$ cat config.mk
export PLATFORM = sky130hd
export DESIGN_NAME = traffic_phase_controller
export DESIGN_NICKNAME = d
export VERILOG_FILES = /design/src/rtl/traffic_pkg.sv /design/src/rtl/phase_rr_arbiter.sv /design/src/rtl/traffic_phase_controller.sv
export SDC_FILE = /design/constraint.sdc
export NUM_CORES = 1
export LEC_CHECK = 0
export BUFFER_PORTS_ARGS = -buffer_cell sky130_fd_sc_hd__buf_2
export CAP_MARGIN = 5
export CORE_ASPECT_RATIO = 1.4
export CORE_UTILIZATION = 32
export DETAILED_ROUTE_END_ITERATION = 12
export SETUP_SLACK_MARGIN = 0.3
export SYNTH_ARGS = -nofsm -noshare
export SYNTH_HDL_FRONTEND = slang
export SYNTH_SLANG_ARGS = --single-unit
$ cat constraint.sdc
create_clock -name clk -period 3.45 [get_ports clk]
set_clock_uncertainty 0.1 [all_clocks]
set_input_delay 0.345 -clock clk [delete_from_list [all_inputs] [get_ports clk]]
set_output_delay 0.345 -clock clk [all_outputs]
set_load 0.05 [all_outputs]
$ cat src/rtl/traffic_pkg.sv
// Shared types and lamp encodings for the multi-phase traffic controller.
package traffic_pkg;

  typedef enum logic [1:0] {
    ALL_RED = 2'd0,
    GREEN   = 2'd1,
    YELLOW  = 2'd2,
    FLASH   = 2'd3
  } phase_state_t;

  localparam logic [2:0] LAMP_RED    = 3'b100;
  localparam logic [2:0] LAMP_YELLOW = 3'b010;
  localparam logic [2:0] LAMP_GREEN  = 3'b001;
  localparam logic [2:0] LAMP_DARK   = 3'b000;

endpackage

$ cat src/rtl/phase_rr_arbiter.sv
// Combinational round-robin picker: first pending phase strictly after
// active_phase, wrapping, with active_phase itself considered last.
module phase_rr_arbiter #(
  parameter int NUM_PHASES = 4,
  parameter int PW         = $clog2(NUM_PHASES)
) (
  input  logic [NUM_PHASES-1:0] pending,
  input  logic [PW-1:0]         active_phase,
  output logic [PW-1:0]         next_phase,
  output logic                  any_pending
);

  localparam logic [PW:0] NUM_W = (PW+1)'(NUM_PHASES);

  logic [PW:0]           shamt;
  logic [NUM_PHASES-1:0] rot;
  logic [NUM_PHASES-1:0] first;
  logic [PW-1:0]         offset;
  logic [PW:0]           sum;
  logic [PW:0]           wrapped;

  // rot[k] holds pending[(active_phase + 1 + k) mod NUM_PHASES]
  assign shamt = {1'b0, active_phase} + (PW+1)'(1);
  assign rot   = NUM_PHASES'({pending, pending} >> shamt);
  assign first = rot & (-rot);

  for (genvar gb = 0; gb < PW; gb++) begin : g_enc
    logic [NUM_PHASES-1:0] sel_mask;
    for (genvar gi = 0; gi < NUM_PHASES; gi++) begin : g_bit
      assign sel_mask[gi] = ((gi >> gb) & 1) != 0;
    end
    assign offset[gb] = |(first & sel_mask);
  end

  assign sum         = shamt + {1'b0, offset};
  assign wrapped     = (sum >= NUM_W) ? sum - NUM_W : sum;
  assign next_phase  = wrapped[PW-1:0];
  assign any_pending = |pending;

endmodule

$ cat src/rtl/traffic_phase_controller.sv
// Demand-actuated multi-phase intersection controller with green extension,
// pedestrian walk, all-red clearance and night-flash mode.
module traffic_phase_controller
  import traffic_pkg::*;
#(
  parameter int NUM_PHASES   = 4,
  parameter int TIMER_W      = 8,
  parameter int GREEN_MIN    = 8,
  parameter int GREEN_MAX    = 20,
  parameter int YELLOW_TIME  = 3,
  parameter int ALL_RED_TIME = 2,
  parameter int WALK_TIME    = 6,
  parameter int FLASH_HALF   = 4
) (
  input  logic                          clk,
  input  logic                          reset_n,
  input  logic [NUM_PHASES-1:0]         demand,
  input  logic [NUM_PHASES-1:0]         ped_req,
  input  logic                          flash,
  output logic [3*NUM_PHASES-1:0]       lights,
  output logic [NUM_PHASES-1:0]         walk,
  output logic [$clog2(NUM_PHASES)-1:0] active_phase,
  output logic                          in_flash
);

  localparam int PW      = $clog2(NUM_PHASES);
  localparam int MIN_PED = (WALK_TIME > GREEN_MIN) ? WALK_TIME : GREEN_MIN;

  typedef logic [TIMER_W-1:0] tmr_t;
  localparam tmr_t T_GMIN   = tmr_t'(GREEN_MIN - 1);
  localparam tmr_t T_PMIN   = tmr_t'(MIN_PED - 1);
  localparam tmr_t T_GMAX   = tmr_t'(GREEN_MAX - 1);
  localparam tmr_t T_YEL    = tmr_t'(YELLOW_TIME - 1);
  localparam tmr_t T_AR     = tmr_t'(ALL_RED_TIME - 1);
  localparam tmr_t T_FLASH  = tmr_t'(FLASH_HALF - 1);
  localparam tmr_t T_WALK   = tmr_t'(WALK_TIME);

  phase_state_t          state_reg, state_next;
  tmr_t                  timer_reg, timer_next;
  logic [PW-1:0]         active_reg, active_next;
  logic [NUM_PHASES-1:0] pending_reg, pending_next;
  logic [NUM_PHASES-1:0] ped_pending_reg, ped_pending_next;
  logic                  walk_mode_reg, walk_mode_next;
  logic                  dark_reg, dark_next;
  logic                  restart_reg, restart_next;
  logic [3*NUM_PHASES-1:0] lights_reg, lights_next;
  logic [NUM_PHASES-1:0] walk_reg, walk_next;
  logic                  in_flash_reg;

  logic [PW-1:0]         rr_phase, new_phase;
  logic                  any_pending;
  logic [NUM_PHASES-1:0] is_active, is_new, is_next;
  logic [NUM_PHASES-1:0] req_mask;
  logic                  green_entry;

  phase_rr_arbiter #(
    .NUM_PHASES (NUM_PHASES),
    .PW         (PW)
  ) u_arb (
    .pending      (pending_reg),
    .active_phase (active_reg),
    .next_phase   (rr_phase),
    .any_pending  (any_pending)
  );

  // Leaving flash always restarts at phase 0; otherwise serve demand or rest.
  assign new_phase = restart_reg ? '0 : (any_pending ? rr_phase : active_reg);

  for (genvar gi = 0; gi < NUM_PHASES; gi++) begin : g_phase
    assign is_active[gi] = (active_reg == PW'(gi));
    assign is_new[gi]    = (new_phase == PW'(gi));
    assign is_next[gi]   = (active_next == PW'(gi));
    assign lights_next[3*gi +: 3] =
        (state_next == GREEN  && is_next[gi]) ? LAMP_GREEN  :
        (state_next == YELLOW && is_next[gi]) ? LAMP_YELLOW :
        (state_next == FLASH  && dark_next)   ? LAMP_DARK   : LAMP_RED;
    assign walk_next[gi] = (state_next == GREEN) && is_next[gi] && walk_mode_next &&
                           (timer_next < T_WALK);
  end

  // Requests for the phase currently in green are not latched; demand only extends.
  assign req_mask = (state_reg == GREEN) ? ~is_active : '1;

  always_comb begin
    state_next       = state_reg;
    timer_next       = (timer_reg == '1) ? timer_reg : timer_reg + tmr_t'(1);
    active_next      = active_reg;
    walk_mode_next   = walk_mode_reg;
    dark_next        = dark_reg;
    restart_next     = restart_reg;
    pending_next     = pending_reg | ((demand | ped_req) & req_mask);
    ped_pending_next = ped_pending_reg | (ped_req & req_mask);
    green_entry      = 1'b0;

    case (state_reg)
      ALL_RED: begin
        if (timer_reg >= T_AR) begin
          if (flash) begin
            state_next = FLASH;
            dark_next  = 1'b0;
          end else begin
            green_entry = 1'b1;
          end
        end
      end
      GREEN: begin
        if (flash) begin
          state_next = YELLOW;
        end else if (timer_reg >= (walk_mode_reg ? T_PMIN : T_GMIN) &&
                     |(pending_reg & ~is_active) &&
                     (!(|(demand & is_active)) || timer_reg >= T_GMAX)) begin
          state_next = YELLOW;
        end
      end
      YELLOW: begin
        if (timer_reg >= T_YEL) state_next = ALL_RED;
      end
      FLASH: begin
        if (timer_reg >= T_FLASH) begin
          timer_next = '0;
          if (!flash) begin
            state_next   = ALL_RED;
            restart_next = 1'b1;
          end else begin
            dark_next = ~dark_reg;
          end
        end
      end
      default: state_next = ALL_RED;
    endcase

    if (green_entry) begin
      state_next       = GREEN;
      active_next      = new_phase;
      walk_mode_next   = |((ped_pending_reg | ped_req) & is_new);
      pending_next     = pending_next & ~is_new;
      ped_pending_next = ped_pending_next & ~is_new;
      restart_next     = 1'b0;
    end

    if (state_next != state_reg) timer_next = '0;
  end

  always_ff @(posedge clk or negedge reset_n) begin
    if (!reset_n) begin
      state_reg       <= ALL_RED;
      timer_reg       <= '0;
      active_reg      <= '0;
      pending_reg     <= '0;
      ped_pending_reg <= '0;
      walk_mode_reg   <= 1'b0;
      dark_reg        <= 1'b0;
      restart_reg     <= 1'b0;
      lights_reg      <= {NUM_PHASES{LAMP_RED}};
      walk_reg        <= '0;
      in_flash_reg    <= 1'b0;
    end else begin
      state_reg       <= state_next;
      timer_reg       <= timer_next;
      active_reg      <= active_next;
      pending_reg     <= pending_next;
      ped_pending_reg <= ped_pending_next;
      walk_mode_reg   <= walk_mode_next;
      dark_reg        <= dark_next;
      restart_reg     <= restart_next;
      lights_reg      <= lights_next;
      walk_reg        <= walk_next;
      in_flash_reg    <= (state_next == FLASH);
    end
  end

  assign lights       = lights_reg;
  assign walk         = walk_reg;
  assign active_phase = active_reg;
  assign in_flash     = in_flash_reg;

endmodule

==> impl_metrics.env, run 1 <==
export IMPL_syn_area_per_cell_um2=9.43
export IMPL_period_share_pct=84.8
export IMPL_cts_max_level=2
export IMPL_crit_arrival_ns=3.03
export IMPL_status="complete, no violations"
export IMPL_ys_ff_latch=40
export IMPL_worst_path_max_delay_cell="dfrtp_1"
export IMPL_dp_hpwl_mm=4.26
export IMPL_synth_ff_type="dfrtp_1"
export IMPL_avgRoutedWirePerCell_um=14.8
export IMPL_yosys_warnings=0
export IMPL_root_buffer="clkbuf_8"
export IMPL_synth_seq_area_share_pct=41.5
export IMPL_clk_path_buf_depth=2
export IMPL_cts_tree="yes"
export IMPL_synth_top_area_share_pct=37.2
export IMPL_drc=0
export IMPL_gp_congestion=0.881
export IMPL_synthCells=257
export IMPL_cts_inserted_buffers=5
export IMPL_endpoint_kind="flop"
export IMPL_pre_cts_ws_ns=0.333
export IMPL_dr_pass1_iters=4
export IMPL_drive_above_1_share_pct=22.5
export IMPL_die_width_um=75.6
export IMPL_crit_required_ns=3.56
export IMPL_cap_violations=0
export IMPL_design_core_area_mm2=0.00736
export IMPL_setup_ws_ns=0.525
export IMPL_start_util_pct=32.9
export IMPL_p_per_area_mw_per_mm2=975
export IMPL_largest_reg_flops=12
export IMPL_crit_path_max_fanout=7
export IMPL_ant_nets=0
export IMPL_clkLatencyLatePin_ns=0.29
export IMPL_setup_viol=0
export IMPL_area_growth_pct=14.8
export IMPL_vias=2019
export IMPL_startpoint_type="flop"
export IMPL_slew_violations=0
export IMPL_pin_count=30
export IMPL_rsz0062_at_grt="yes"
export IMPL_num_nets_final=305
export IMPL_drt_initial_drc_count=92
export IMPL_cts_sinks=40
export IMPL_ir_drop_mv=0.287
export IMPL_synthArstFlopShare_pct=100
export IMPL_grt_pass1_wl_mm=9.13
export IMPL_rows=37
export IMPL_grt_pass1_vias=1953
export IMPL_routed_wl_mm=5.65
export IMPL_critical_path_cell_chain="inv_1 -> a2111oi_0 -> a211oi_1 -> ha_1 -> nor2_1 -> mux2i_2 -> nor2_2 -> nand3_1 -> mux2i_1 -> a311oi_2 -> nand4b_4 -> nor3_1"
export IMPL_grt_ovfl_total=0
export IMPL_cpPeakStageDelay_ns=0.50
export IMPL_grt_max_degree=41
export IMPL_synthTopCellsByArea="dfrtp_1 37%, nor2_1 5.4%, ha_1 5.2%, dfstp_2 4.3%, nor3_1 4.1%"
export IMPL_timing_slew_headroom_pct=40.6
export IMPL_hold_violations=0
export IMPL_syn_area_mm2=0.00242
export IMPL_tns_ns=0
export IMPL_die_y_um=105
export IMPL_dieArea_mm2=0.00793
export IMPL_p_leak_nw=1.24
export IMPL_synth_most_common_cell="dfrtp_1"
export IMPL_grt_usage_pct=15.1
export IMPL_max_freq_mhz=342
export IMPL_critPathKind="flop to flop"
export IMPL_synth_top_cell_by_area="dfrtp_1"
export IMPL_synth_fp_nets=278
export IMPL_hold_path_class="primary input to asynchronous set/reset pin"
export IMPL_portBuffers=29
export IMPL_tightest_slew_ns=0.891
export IMPL_via_per_inst=5.29
export IMPL_ys_top_cells_by_count="36 x dfrtp_1, 35 x nor2_1, 20 x nor3_1"
export IMPL_final_min_clock_period_ns=2.93
export IMPL_cts_reportedPaths_clkPinSlew_ns=0.08
export IMPL_yosys_cell_types_count=60
export IMPL_n_antenna_cell=0
export IMPL_cts_hold_fix_buffers=0
export IMPL_synth_edf_count=0
export IMPL_antenna_found_initial=0
## cell usage in the layout, fill, tap and decap left out, drive strengths merged, types with 2 or more instances in the layout
master  Yosys  routed
ha         10      10
mux2i       7       7
or2         2       2
nor3       22      22
nand2       8       8
nor2       35      35
dfstp       4       4
and3        7       7
a311o       2       2
nor2b       5       5
o31ai       2       2
a21oi      16      16
xnor2       4       4
clkbuf      2       6
mux2        2       2
buf         9      31
a31oi      10      10
inv        15      15
nand2b      2       2
dfrtp      36      36
o211ai      2       2
and2        5       5
nand3      11      11
a311oi      2       2
nor3b       2       2
a211oi      4       4
nor4        3       3
o32ai       2       2
o211a       2       2
o21ai       7       7
## stage by stage
stage | instances | hold WS, ns | total power [W] | area (µm²) | util, %
detailed placement | 374 | 0.389 | 0.00227 | 2640 | 35.9
global placement | 374 | 0.384 | 0.00226 | 2640 | 35.9
CTS | 382 | 0.101 | 0.00269 | 2760 | 37.5
global route | 382 | 0.157 | 0.00291 | 2780 | 37.8
finish | 382 | 0.0721 | 0.00271 | 2780 | 37.8
floorplan | 257 | -0.0506 | 0.00195 | 2420 | -
## worst paths after layout
check	from	end	cells past startpoint	slack, ns
max	pending_reg[0]$_DFF_PN0_	walk[1]$_DFF_PN0_	12	0.52
min	reset_n	walk[1]$_DFF_PN0_	1	0.07
max reg2reg	pending_reg[0]$_DFF_PN0_	walk[1]$_DFF_PN0_	12	0.52
min reg2reg	ped_pending_reg[2]$_DFF_PN0_	ped_pending_reg[2]$_DFF_PN0_	2	0.41
max in group asynchronous	reset_n	active_phase[0]$_DFF_PN0_	1	2.57
min in group clk	ped_req[3]	ped_pending_reg[3]$_DFF_PN0_	3	0.21
## where the power goes
part	internal, W	total, W	leakage, nW	switching [W]
clock	0.000237	0.000407	0.0614	0.000171
sequential	0.000624	0.000789	0.489	0.000165
combinational	0.000519	0.00152	0.693	0.000996
## per-layer routing
metal	GRT usage (%)	vias up	routed length, µm
met4	6.75	0	143
met2	27.1	39	3040
met5	0	-	0
li1	-	982	-
met1	16.9	988	2340
met3	2.31	10	133
## timing repair
item | 4_1_cts | 5_1_grt
hold endpoints to repair | 0 | 0
setup buffers | 0 | 0
endpoints found under the setup margin | 0 | 12
resized for setup | 0 | 5
## cell type report
| class | count | area, µm² |
|---|---|---|
| clock buffer | 6 | 82.6 |
| clock inverter | 2 | 38.8 |
| fill | 743 | 4580 |
| inverter | 16 | 63.8 |
| multi-input combinational | 190 | 1310 |
| sequential | 40 | 1010 |
| tap | 97 | 121 |
| timing repair buffer | 31 | 160 |
## logic make-up (layout without fill, tap and decap cells)
family,count (synthesis),after routing,synth area share (%)
adders and majority gates,10,10,5.16
xor gates and xnor gates,5,5,1.81
DFF,40,40,41.5
AOI/OAI and AO/OA,58,58,17.4
and+or+nand+nor,107,107,23.9
muxes,10,10,5.21
buffers and inverters,27,55,5.06
## critical path: cells and delay by family, from the launching register on
| family | cells | cell delay (ns) |
|---|---|---|
| buffers and inverters | 1 | 0.13 |
| DFF | 1 | 0.50 |
| and+or+nand+nor | 5 | 0.61 |
| muxes | 2 | 0.36 |
| AOI/OAI and AO/OA | 3 | 0.84 |
| adders and majority gates | 1 | 0.29 |
Power figures use the tool's default switching activity.
==> run 2: changes to the inputs <==
clock period = 2.8 ns   (was 3.45 ns; I/O delays follow)
==> impl_metrics.env, run 2 (synthesized netlist as in run 1, its figures left out) <==
export IMPL_final_cell_mix="32 x dfrtp_1, 30 x nor2_1, 29 x buf_2"
export IMPL_portBuffers=29
export IMPL_post_route_util_pct=43.3
export IMPL_hold_violations=1
export IMPL_cp_startpoint="active_phase[0]$_DFF_PN0_"
export IMPL_clkLatencyLatePin_ns=0.30
export IMPL_dpl_cell_count=387
export IMPL_drt_initial_drc_count=89
export IMPL_cts_reportedPaths_clkPinSlew_ns=0.08
export IMPL_rsz0062_at_grt="yes"
export IMPL_cp_num_cells=14
export IMPL_violations="negative hold slack"
export IMPL_grt_usage_pct=17.0
export IMPL_antenna_found_initial=0
export IMPL_cts_tree="yes"
export IMPL_crit_required_ns=2.93
export IMPL_design_core_area_mm2=0.00736
export IMPL_routed_wl_mm=6.24
export IMPL_ir_drop_mv=0.415
export IMPL_cp_top_family="simple AND/OR/NAND/NOR gates"
export IMPL_pin_count=30
export IMPL_worstRegToRegCells=14
export IMPL_die_width_um=75.6
export IMPL_clk_path_buf_depth=2
export IMPL_rows=37
export IMPL_cpPeakStageDelay_ns=0.43
export IMPL_whs_ns=-0.00819
export IMPL_drive_above_1_share_pct=40.1
export IMPL_cp_buffers_inverters=0
export IMPL_gp_congestion=0.818
export IMPL_root_buffer="clkbuf_8"
export IMPL_worst_path_max_delay_cell="dfrtp_2"
export IMPL_grt_ovfl_total=0
export IMPL_setup_viol=0
export IMPL_period_share_pct=98.9
export IMPL_final_instance_count_excl_fill=409
export IMPL_grt_max_degree=41
export IMPL_final_common_cell="dfrtp_1"
export IMPL_drc=0
export IMPL_p_per_area_mw_per_mm2=1270
export IMPL_grt_pass1_vias=2114
export IMPL_timing_rr_start="active_phase[0]$_DFF_PN0_"
export IMPL_startpoint_type="flop"
export IMPL_dr_pass1_iters=5
export IMPL_num_nets_final=332
export IMPL_crit_arrival_ns=2.90
export IMPL_dieArea_mm2=0.00793
export IMPL_tightest_slew_ns=0.890
export IMPL_cts_hold_fix_buffers=0
export IMPL_die_y_um=105
export IMPL_max_freq_mhz=361
export IMPL_vias=2170
export IMPL_ant_nets=0
export IMPL_fin_total_pwr_w=0.00404
export IMPL_cts_inserted_buffers=5
export IMPL_start_util_pct=32.9
export IMPL_grt_pass1_wl_mm=10.2
export IMPL_critPathCapture="walk[0]$_DFF_PN0_"
export IMPL_reg2reg_slack_ns=0.03
export IMPL_largest_reg_flops=12
export IMPL_cts_max_level=2
export IMPL_critical_path_cell_chain="or2_1 -> nor2_1 -> a311oi_2 -> a21oi_1 -> a211oi_2 -> ha_2 -> nor2_2 -> mux2i_2 -> nor2_2 -> nand3_1 -> mux2i_1 -> a311oi_2 -> nand4b_4 -> nor3_2"
export IMPL_avgRoutedWirePerCell_um=15.2
export IMPL_cts_sinks=40
export IMPL_final_min_clock_period_ns=2.77
export IMPL_crit_path_max_fanout=5
export IMPL_r2r_end="walk[0]$_DFF_PN0_"
export IMPL_n_antenna_cell=0
export IMPL_slew_violations=0
export IMPL_timing_slew_headroom_pct=40.7
export IMPL_status="finished with violations"
export IMPL_cap_violations=0
export IMPL_dp_hpwl_mm=4.40
export IMPL_critPathKind="flop to flop"
export IMPL_via_per_inst=5.31
export IMPL_area_growth_pct=31.6
export IMPL_p_leak_nw=1.44
export IMPL_endpoint_kind="flop"
export IMPL_hold_path_class="primary input to asynchronous set/reset pin"
==> run 2: changes by cell type in the layout (fill, tap and decap cells not counted), sizes merged <==
cell and delta:
clkinvlp -1, buf +27, inv +1
==> run 2: final cells by class <==
cell class | instances | area (µm²)
clock inverter | 2 | 38.8
inverter | 16 | 62.6
multi-input combinational | 190 | 1490
tap | 97 | 121
sequential | 40 | 1010
clock buffer | 6 | 82.6
fill | 711 | 4170
timing repair buffer | 58 | 382
==> run 2: worst min-delay path by stage <==
stage / startpoint / endpoint / depth (start not counted)
after global routing: reset_n / active_phase[1]$_DFF_PN0_ / 1
final: reset_n / active_phase[1]$_DFF_PN0_ / 1
after floorplan: reset_n / active_phase[0]$_DFF_PN0_ / 0
after detailed placement: reset_n / active_phase[1]$_DFF_PN0_ / 1
after global placement: reset_n / lights[3]$_DFF_PN0_ / 1
after CTS: reset_n / active_phase[1]$_DFF_PN0_ / 1
==> run 2: routing by layer <==
| metal | part of all wire, % | wire length (µm) | track usage [%] |
|---|---|---|---|
| met5 | 0 | 0 | 0 |
| met4 | 3.6 | 223 | 8.47 |
| met3 | 2.6 | 164 | 2.80 |
| met2 | 55 | 3410 | 29.7 |
| met1 | 39 | 2440 | 19.2 |
==> run 2: timing repair <==
| item | CTS | global route |
|---|---|---|
| endpoints found under the setup margin | 29 | 35 |
| buffers inserted | 12 | 2 |
| gates resized for setup | 29 | 20 |
| pin swaps | 8 | 7 |
==> run 2: where the power goes <==
part | leakage [nW] | internal (W) | switching (W)
clock | 0.0614 | 0.000292 | 0.000218
combinational | 0.893 | 0.00106 | 0.00154
sequential | 0.484 | 0.000772 | 0.000154
==> run 2: worst register-to-register path: stages, from the launching register on <==
cell and delay [ns]:
dfrtp_2 0.43, or2_1 0.27, nor2_1 0.12, a311oi_2 0.07, a21oi_1 0.18, a211oi_2 0.06
ha_2 0.34, nor2_2 0.04, mux2i_2 0.20, nor2_2 0.08, nand3_1 0.10, mux2i_1 0.08
a311oi_2 0.32, nand4b_4 0.19, nor3_2 0.13
==> run 2: through the flow <==
step	TNS, ns	instance area (µm²)	worst slack [ns]
after floorplan	0	2450	0.0389
after global placement	0	2760	0.0633
after detailed placement	0	2760	0.00196
after CTS	0	3090	0.0795
after global routing	-0.609	3190	-0.127
final	0	3190	0.0300
==> run 3: changes to the inputs <==
ABC_AREA = 1   (was not set)
PLACE_DENSITY_LB_ADDON = 0.15   (was not set)
SYNTH_HIERARCHICAL = 1   (was not set)
==> impl_metrics.env, run 3 <==
export IMPL_cts_inserted_buffers=5
export IMPL_grt_pass1_wl_mm=9.77
export IMPL_cts_max_level=2
export IMPL_grt_usage_pct=16.4
export IMPL_num_nets_final=389
export IMPL_endpoint_kind="flop"
export IMPL_yosys_cell_types_count=38
export IMPL_final_common_cell="nand2_1"
export IMPL_dr_pass1_iters=4
export IMPL_synthArstFlopShare_pct=100
export IMPL_syn_area_per_cell_um2=7.67
export IMPL_slew_violations=0
export IMPL_gp_congestion=0.796
export IMPL_startpoint_type="flop"
export IMPL_hold_path_class="primary input to asynchronous set/reset pin"
export IMPL_dp_hpwl_mm=4.67
export IMPL_cap_violations=0
export IMPL_period_share_pct=97.2
export IMPL_synth_top_area_share_pct=37.2
export IMPL_cts_tree="yes"
export IMPL_switching_share_pct=50.7
export IMPL_post_route_util_pct=42.7
export IMPL_clkLatencyLatePin_ns=0.29
export IMPL_grt_ovfl_total=0
export IMPL_dieArea_mm2=0.00793
export IMPL_drive_above_1_share_pct=36.6
export IMPL_rows=37
export IMPL_p_leak_nw=1.52
export IMPL_die_width_um=75.6
export IMPL_fillers=749
export IMPL_crit_required_ns=2.91
export IMPL_critPathKind="flop to flop"
export IMPL_max_freq_mhz=367
export IMPL_area_growth_pct=29.6
export IMPL_rsz0062_at_grt="yes"
export IMPL_via_per_inst=4.75
export IMPL_ant_nets=0
export IMPL_p_switching_w=0.00209
export IMPL_power_frac_seq_pct=22.1
export IMPL_synth_most_common_cell="nand2_1"
export IMPL_clkPwrFrac_pct=12.1
export IMPL_reg2reg_slack_ns=0.08
export IMPL_synth_ff_type="dfrtp_1"
export IMPL_drt_initial_drc_count=77
export IMPL_root_buffer="clkbuf_8"
export IMPL_tightest_slew_ns=0.892
export IMPL_pre_cts_ws_ns=-0.0182
export IMPL_setup_viol=0
export IMPL_pin_count=30
export IMPL_p_per_area_mw_per_mm2=1310
export IMPL_routed_wl_mm=6.08
export IMPL_status="complete, no violations"
export IMPL_worstRegToRegCells=22
export IMPL_hold_violations=0
export IMPL_final_cell_mix="54 x nand2_1, 34 x dfrtp_1, 32 x inv_1, 32 x nor2_1, 29 x buf_2"
export IMPL_combPwrFrac_pct=65.8
export IMPL_vias=2213
export IMPL_yosys_warnings=6
export IMPL_portBuffers=29
export IMPL_crit_arrival_ns=2.83
export IMPL_synth_top_cell_by_area="dfrtp_1"
export IMPL_synth_seq_area_share_pct=41.5
export IMPL_final_min_clock_period_ns=2.72
export IMPL_antenna_found_initial=0
export IMPL_drc=0
export IMPL_design_core_area_mm2=0.00736
export IMPL_synthTopCellsByArea="dfrtp_1 37%, nand2_1 10%, nor2_1 6.7%, inv_1 5.7%, ha_1 5.2%"
export IMPL_setup_ws_ns=0.0786
export IMPL_synthCells=316
export IMPL_tns_ns=0
export IMPL_avgRoutedWirePerCell_um=13.0
export IMPL_internal_power_w=0.00203
export IMPL_syn_area_mm2=0.00242
export IMPL_cts_sinks=40
export IMPL_grt_pass1_vias=2140
export IMPL_synth_fp_nets=337
export IMPL_cts_reportedPaths_clkPinSlew_ns=0.08
export IMPL_ir_drop_mv=0.398
export IMPL_largest_reg_flops=12
export IMPL_ys_top_cells_by_count="66 x nand2_1, 43 x nor2_1, 37 x inv_1"
export IMPL_start_util_pct=32.9
export IMPL_die_y_um=105
export IMPL_synth_edf_count=0
export IMPL_n_antenna_cell=0
export IMPL_clk_path_buf_depth=2
export IMPL_r2r_end="walk[0]$_DFF_PN0_"
export IMPL_timing_rr_start="active_phase[0]$_DFF_PN0_"
export IMPL_crit_path_max_fanout=6
export IMPL_grt_max_degree=41
export IMPL_timing_slew_headroom_pct=40.6
export IMPL_ys_ff_latch=40
[run 3: worst max-delay path by stage]
| stage | slack, ns | endpoint | from | depth (start not counted) |
|---|---|---|---|---|
| final | 0.08 | walk[0]$_DFF_PN0_ | active_phase[0]$_DFF_PN0_ | 22 |
| after global placement | 0.04 | walk[3]$_DFF_PN0_ | active_phase[0]$_DFF_PN0_ | 22 |
| after CTS | 0.12 | walk[1]$_DFF_PN0_ | active_phase[0]$_DFF_PN0_ | 23 |
| after floorplan | 0.04 | walk[2]$_DFF_PN0_ | active_phase[0]$_DFF_PN0_ | 23 |
| after global routing | -0.14 | walk[0]$_DFF_PN0_ | active_phase[0]$_DFF_PN0_ | 23 |
| after detailed placement | -0.02 | walk[3]$_DFF_PN0_ | active_phase[0]$_DFF_PN0_ | 22 |
[run 3: cells by family (layout without fill, tap and decap cells)]
family | after synthesis | after routing | synth area share [%]
adders and majority gates | 10 | 10 | 5.16
and+or+nand+nor | 176 | 176 | 34.3
DFF | 40 | 40 | 41.5
buffers and inverters | 45 | 98 | 7.69
xor gates and xnor gates | 2 | 2 | 0.723
AOI/OAI and AO/OA | 43 | 43 | 10.6
[run 3: layer usage]
metal	part of all wire (%)	wire [µm]	global-route usage, %	vias up
li1	-	-	-	1129
met1	39	2380	18.3	1043
met2	56	3400	29.9	31
met3	2.3	137	2.41	10
met4	2.7	163	6.22	0
met5	0	0	0	-
[run 3: final cells by class]
| cell class | count | area, µm² | share of cell area, % |
|---|---|---|---|
| Multi-Input combinational cell | 231 | 1430 | 45.4 |
| Tap cell | 97 | 121 | 3.86 |
| Clock inverter | 2 | 38.8 | 1.24 |
| Sequential cell | 40 | 1010 | 32.1 |
| Timing Repair Buffer | 50 | 304 | 9.68 |
| Clock buffer | 6 | 82.6 | 2.63 |
| Inverter | 40 | 159 | 5.06 |
[run 3: through the flow]
stage          power, W  std cells  cell area, µm²  hold slack, ns
6_report        0.00411        466            3140         0.00754
3_5_place_dp    0.00314        450            2770           0.364
2_1_floorplan   0.00254        316            2450          -0.116
3_3_place_gp    0.00314        450            2770           0.354
4_1_cts         0.00389        463            3000          0.0428
5_1_grt         0.00447        466            3140          0.0853
[run 3: power by group through the flow]
stage               clock network [W]  registers, W  logic (W)
floorplan                           0       0.00117    0.00137
global placement                    0      0.000916    0.00223
detailed placement                  0      0.000915    0.00223
CTS                          0.000514      0.000911    0.00246
global route                 0.000536      0.000928    0.00301
finish                       0.000499      0.000908    0.00271
[run 3: worst max-delay path: stages, from the launching register on]
cell and delay (ns):
dfrtp_2 0.46, inv_4 0.11, nand2_1 0.10, nand3_2 0.08
o211ai_1 0.09, nand2_1 0.07, nand2_1 0.05, ha_2 0.18
xor2_2 0.15, inv_1 0.06, nand3_2 0.05, nand2_1 0.05
inv_1 0.04, nor2_2 0.09, nor3_2 0.05, buf_4 0.16
nor2_4 0.11, o21ai_2 0.06, nand4_1 0.09, nand2_1 0.08
nand2_2 0.14, nand2_1 0.08, nor3_2 0.17
[run 3: repair_timing]
action	CTS	global route
resized for setup	18	33
hold buffers	0	0
pin swaps	16	6
setup buffers	5	3
setup endpoints to repair	15	31
endpoints found under the hold margin	0	0
